$ cat src/rtl/axi_master_bridge.sv
// axi_master_bridge: single-outstanding AXI4 master turning core read/write burst requests
// into AR/R or AW/W/B channel traffic, streaming beats through core-side valid/ready.
module axi_master_bridge #(
   parameter int                   ID_BITS   = 4,
   parameter logic [ID_BITS-1:0]   MASTER_ID = '0,
   parameter int                   LEN_BITS  = 4
) (
   input  logic                clk,
   input  logic                rst,
   input  logic                req_valid,
   output logic                req_ready,
   input  logic                req_write,
   input  logic [31:0]         req_addr,
   input  logic [LEN_BITS-1:0] req_len,
   input  logic [3:0]          req_strb,
   input  logic                wd_valid,
   output logic                wd_ready,
   input  logic [31:0]         wd_data,
   output logic                rd_valid,
   input  logic                rd_ready,
   output logic [31:0]         rd_data,
   output logic                rd_last,
   output logic                done,
   output logic                err,
   output logic [ID_BITS-1:0]  AWID,
   output logic [31:0]         AWADDR,
   output logic [LEN_BITS-1:0] AWLEN,
   output logic [2:0]          AWSIZE,
   output logic [1:0]          AWBURST,
   output logic                AWVALID,
   input  logic                AWREADY,
   output logic [31:0]         WDATA,
   output logic [3:0]          WSTRB,
   output logic                WLAST,
   output logic                WVALID,
   input  logic                WREADY,
   input  logic [ID_BITS-1:0]  BID,
   input  logic [1:0]          BRESP,
   input  logic                BVALID,
   output logic                BREADY,
   output logic [ID_BITS-1:0]  ARID,
   output logic [31:0]         ARADDR,
   output logic [LEN_BITS-1:0] ARLEN,
   output logic [2:0]          ARSIZE,
   output logic [1:0]          ARBURST,
   output logic                ARVALID,
   input  logic                ARREADY,
   input  logic [ID_BITS-1:0]  RID,
   input  logic [31:0]         RDATA,
   input  logic [1:0]          RRESP,
   input  logic                RLAST,
   input  logic                RVALID,
   output logic                RREADY
);
   typedef enum logic [2:0] {IDLE, RADDR, RDATA_S, WADDR, WDATA_S, WRESP} state_t;
   state_t              r_state;
   logic [31:0]         r_addr;
   logic [LEN_BITS-1:0] r_len, r_cnt;
   logic [3:0]          r_strb;
   logic                r_err;
   logic                w_rhs, w_whs, w_bhs, w_wlast, w_rerr, w_berr, w_unused;
   assign w_rhs    = r_state == RDATA_S && RVALID && rd_ready;
   assign w_whs    = r_state == WDATA_S && wd_valid && WREADY;
   assign w_bhs    = r_state == WRESP && BVALID;
   assign w_wlast  = r_cnt == r_len;
   assign w_rerr   = w_rhs && RRESP != 2'b00;
   assign w_berr   = w_bhs && BRESP != 2'b00;
   // IDs are not checked: only one transaction is ever outstanding
   assign w_unused = ^{RID, BID};
   always_ff @(posedge clk or negedge rst)
      if (!rst) begin
         r_state <= IDLE;
         r_addr  <= '0;
         r_len   <= '0;
         r_strb  <= '0;
         r_cnt   <= '0;
         r_err   <= 1'b0;
      end else
         case (r_state)
            IDLE: if (req_valid) begin
               r_state <= req_write ? WADDR : RADDR;
               r_addr  <= req_addr;
               r_len   <= req_len;
               r_strb  <= req_strb;
               r_err   <= 1'b0;
            end
            RADDR: if (ARREADY) r_state <= RDATA_S;
            // the slave's RLAST ends the burst even if it overruns the requested length
            RDATA_S: if (w_rhs) begin
               r_err   <= r_err | w_rerr;
               r_cnt   <= RLAST ? '0 : r_cnt + 1'b1;
               r_state <= RLAST ? IDLE : RDATA_S;
            end
            WADDR: if (AWREADY) r_state <= WDATA_S;
            WDATA_S: if (w_whs) begin
               r_cnt   <= w_wlast ? '0 : r_cnt + 1'b1;
               r_state <= w_wlast ? WRESP : WDATA_S;
            end
            WRESP: if (BVALID) begin
               r_err   <= r_err | w_berr;
               r_state <= IDLE;
            end
            default: r_state <= IDLE;
         endcase
   assign req_ready = rst && r_state == IDLE;
   assign ARVALID   = r_state == RADDR;
   assign ARID      = MASTER_ID;
   assign ARADDR    = r_addr;
   assign ARLEN     = r_len;
   assign ARSIZE    = 3'b010;
   assign ARBURST   = 2'b01;
   assign AWVALID   = r_state == WADDR;
   assign AWID      = MASTER_ID;
   assign AWADDR    = r_addr;
   assign AWLEN     = r_len;
   assign AWSIZE    = 3'b010;
   assign AWBURST   = 2'b01;
   assign RREADY    = r_state == RDATA_S && rd_ready;
   assign rd_valid  = r_state == RDATA_S && RVALID;
   assign rd_data   = RDATA;
   assign rd_last   = RLAST;
   assign WVALID    = r_state == WDATA_S && wd_valid;
   assign wd_ready  = r_state == WDATA_S && WREADY;
   assign WDATA     = wd_data;
   assign WSTRB     = r_strb;
   assign WLAST     = r_state == WDATA_S && w_wlast;
   assign BREADY    = r_state == WRESP;
   assign done      = (w_rhs && RLAST) || w_bhs;
   assign err       = r_err || w_rerr || w_berr;
endmodule

$ cat config.mk
export PLATFORM = sky130hd
export DESIGN_NAME = axi_master_bridge
export DESIGN_NICKNAME = d
export VERILOG_FILES = /design/src/rtl/axi_master_bridge.sv
export SDC_FILE = /design/constraint.sdc
export NUM_CORES = 1
export LEC_CHECK = 0
export CAP_MARGIN = 20
export CORE_AREA = 2 2 117 119
export DETAILED_ROUTE_END_ITERATION = 12
export DIE_AREA = 0 0 119 121
export HOLD_SLACK_MARGIN = 0.06
export PLACE_DENSITY = 0.67
export SKIP_CTS_REPAIR_TIMING = 1
export SLEW_MARGIN = 5
export SYNTH_ARGS = -nofsm -noshare
export SYNTH_HDL_FRONTEND = slang
export SYNTH_SLANG_ARGS = --single-unit
$ cat constraint.sdc
create_clock -name clk -period 4.7 [get_ports clk]
set_clock_uncertainty 0.1 [all_clocks]
set_input_delay 0.705 -clock clk [delete_from_list [all_inputs] [get_ports clk]]
set_output_delay 0.705 -clock clk [all_outputs]
set_load 0.02 [all_outputs]
==> impl_metrics.json <==
{
  "status": "finished clean",
  "crit_chain": "clkdlybuf4s50_1, nand2_1, nor4_1, o21ai_0, nand2_1, clkdlybuf4s50_1",
  "root_buffer": "clkbuf_16",
  "clkSinkCount": 48,
  "fin_crit_sh_pct": 68.76,
  "synth_seq_cells": 48,
  "ys_warn_count": 0,
  "cts_buffer_depth": 2,
  "dp_hpwl_mm": 5.354,
  "fillCellCount": 1294,
  "insertion_delay_ns": 0.29,
  "yosys-top-cells-area": "dfrtp_1 (37%), buf_4 (28%), mux2_4 (18%), buf_6 (2.1%), and2_1 (1.2%)",
  "cp.buffers_inverters": 2,
  "numPortBuffers": 143,
  "rsz0062_at_grt": "no",
  "dr.pass1.iters": 4,
  "cts_buffers": 5,
  "p_sw_mw": 1.206,
  "core_um2": 13090,
  "max_slew_margin_pct": 58.72,
  "cp-end-kind": "output port",
  "cts_tree": "done",
  "clock.fmax_ghz": 0.3094,
  "worstPathRequired_ns": 3.89,
  "place_area_um2": 4023,
  "grt_pass1_wl_mm": 10.87,
  "min_path_cells": 1,
  "synthArstFlopShare_pct": 100.0,
  "synth_top_area_cell": "dfrtp_1",
  "ff_latch_area_um2": 1201,
  "vias_per_cell": 4.041,
  "die-area_um2": 14400,
  "ys.flop_type": "dfrtp_1",
  "start_util_pct": 24.82,
  "io_pins": 298,
  "cp_top_family": "buffers and inverters",
  "netlist_area_um2": 3248,
  "critical_path_depth": 6,
  "grt_pass1_vias": 1987,
  "grt_overflow_total": 0,
  "final-hold-violation-count": 0,
  "clkPwrFrac_pct": 11.8,
  "synth_edf_count": 0,
  "gr-usage-all-layers_pct": 9.599,
  "antenna_found_initial": 0,
  "layout-drive-gt1-share_pct": 19.34,
  "die_height_um": 121,
  "powerDensity_nw_per_um2": 738.3,
  "nets": 459,
  "hold_class": "reg -> reg",
  "share_seq_of_total_power_pct": 27.1,
  "synth_cell_type_count": 42,
  "arrival_ns": 2.43,
  "drc": 0,
  "htree_levels": 2,
  "rows": 42,
  "area_growth_pct": 28.47,
  "critPathSlowestCell": "clkdlybuf4s50_1",
  "worstSetupPathType": "in -> out",
  "fin_setup_tns_ns": 0,
  "vias": 2049,
  "finalSetupViolations": 0,
  "wl_mm": 6.929,
  "synth_top_area_share_pct": 36.98,
  "ff2ff_path_depth": 5,
  "layout_setup_ws_ns": 1.468,
  "crit_fanout": 3,
  "max_cap_violations": 0,
  "antenna_cells": 0,
  "die_x_um": 119,
  "pre_cts_slack_ns": 1.467,
  "multi_input_area_um2": 1121,
  "slew_violations": 0,
  "avgSynthCellArea_um2": 11.32,
  "p_leak_nw": 1.744,
  "clk_pin_slew_ns": 0.06,
  "p_comb_share_pct": 61.0,
  "worst_slew_pin_slew_ns": 0.6192,
  "final_antenna_net_count": 0,
  "startpoint_type": "input port",
  "internal_power_mw": 1.875,
  "drtIter0Drc": 91,
  "seq_area_frac_synth_pct": 36.98,
  "swShare_pct": 39.15,
  "finish.utilization_pct": 31.89,
  "wl_per_cell_um": 13.67,
  "p_total_mw": 3.081,
  "gp_congestion": 0.7279,
  "fin_area_um2": 4173,
  "grt_max_degree": 49,
  "ir_drop_v": 0.0001838,
  "netlist_instances": 287,
  "cpPeakStageDelay_ns": 0.60,
  "period_minus_slack_ns": 3.232
}
[metal layers]
layer	part of all wire [%]	track usage, %	wire length [um]
met4	2.9	5.357	204
met5	0	0	0
met1	41	11.55	2858
met2	48	15.27	3321
met3	7.9	2.961	544
[cells in the mapped netlist (2+ instances only)]
master and count:
a21oi_1 2, and2_1 6, and3_2 2, buf_4 121, buf_6 6, conb_1 2, dfrtp_1 48, inv_1 3
mux2_4 40, mux2i_1 2, nand2_1 9, nand2b_1 2, nand3_1 2, nand4b_1 2, nor2_1 4, nor4_1 2
o211ai_1 2, o21ai_0 4, o21ai_1 2, xnor2_1 4
[registers in the layout, indices dropped and copies added, names as in the netlist]
register  count
ARADDR       32
ARLEN         4
WSTRB         4
r_cnt         4
r_err         1
r_state       3
[worst paths after layout]
check | endpoint | slack, ns | from
hold / removal | WSTRB[2] | 0.41 | WSTRB[2]
max in group asynchronous | ARADDR[4] | 3.66 | rst
setup / recovery | err | 1.47 | rd_ready
hold reg to reg | WSTRB[2] | 0.41 | WSTRB[2]
setup reg to reg | ARADDR[5] | 2.47 | r_state[0]
min in group asynchronous | r_state[1] | 0.43 | rst
[area by class of cell]
type / count / area share (%)
inverter: 3 / 0.2699
sequential: 48 / 28.79
timing repair buffer: 147 / 35.20
tap: 176 / 5.277
clock inverter: 1 / 0.1799
clock buffer: 7 / 3.418
multi-input combinational: 125 / 26.87
[per-stage QoR]
| stage | hold WS, ns | std cells |
|---|---|---|
| 2_1_floorplan | 0.3094 | 303 |
| 3_3_place_gp | 0.3979 | 498 |
| 3_5_place_dp | 0.3975 | 499 |
| 4_1_cts | 0.4147 | 507 |
| 5_1_grt | 0.4395 | 507 |
| 6_report | 0.4110 | 507 |
[power by group through the flow]
stage / combinational [mW] / sequential (mW) / clock [mW]
final: 1.88 / 0.836 / 0.365
after global routing: 1.99 / 0.872 / 0.399
after CTS: 1.90 / 0.842 / 0.386
after detailed placement: 1.89 / 0.847 / 0
after global placement: 1.88 / 0.829 / 0
after floorplan: 1.18 / 0.997 / 0
[kinds of logic (layout without fill, tap and decap cells)]
group / count (synthesis) / after routing / share of synthesized area (%)
DFF: 48 / 48 / 36.98
and+or+nand+nor: 39 / 39 / 7.011
buffers and inverters: 130 / 158 / 30.39
adders and majority gates: 1 / 1 / 0.3851
xor gates and xnor gates: 4 / 4 / 1.078
AOI/OAI and AO/OA: 20 / 20 / 4.469
muxes: 43 / 43 / 19.45
other: 2 / 18 / 0.2312
[cells in the final DEF, fill, tap and decap left out, types with 2 or more instances in the layout]
cell / synthesis / layout
nand3_1: 2 / 2
dfrtp_1: 48 / 48
nand2_1: 9 / 9
inv_1: 3 / 3
xnor2_1: 4 / 4
o21ai_1: 2 / 2
mux2i_1: 2 / 2
nand2b_1: 2 / 2
and2_2: 1 / 2
clkdlybuf4s50_1: 0 / 142
and3_2: 2 / 2
nor4_1: 2 / 2
buf_4: 121 / 3
o21ai_0: 4 / 4
clkbuf_16: 0 / 5
o211ai_1: 2 / 2
and2_1: 6 / 5
nand4b_1: 2 / 2
mux2_4: 40 / 40
nor2_1: 4 / 4
conb_1: 2 / 18
a21oi_1: 2 / 2
(Power assumes the default switching activity.)
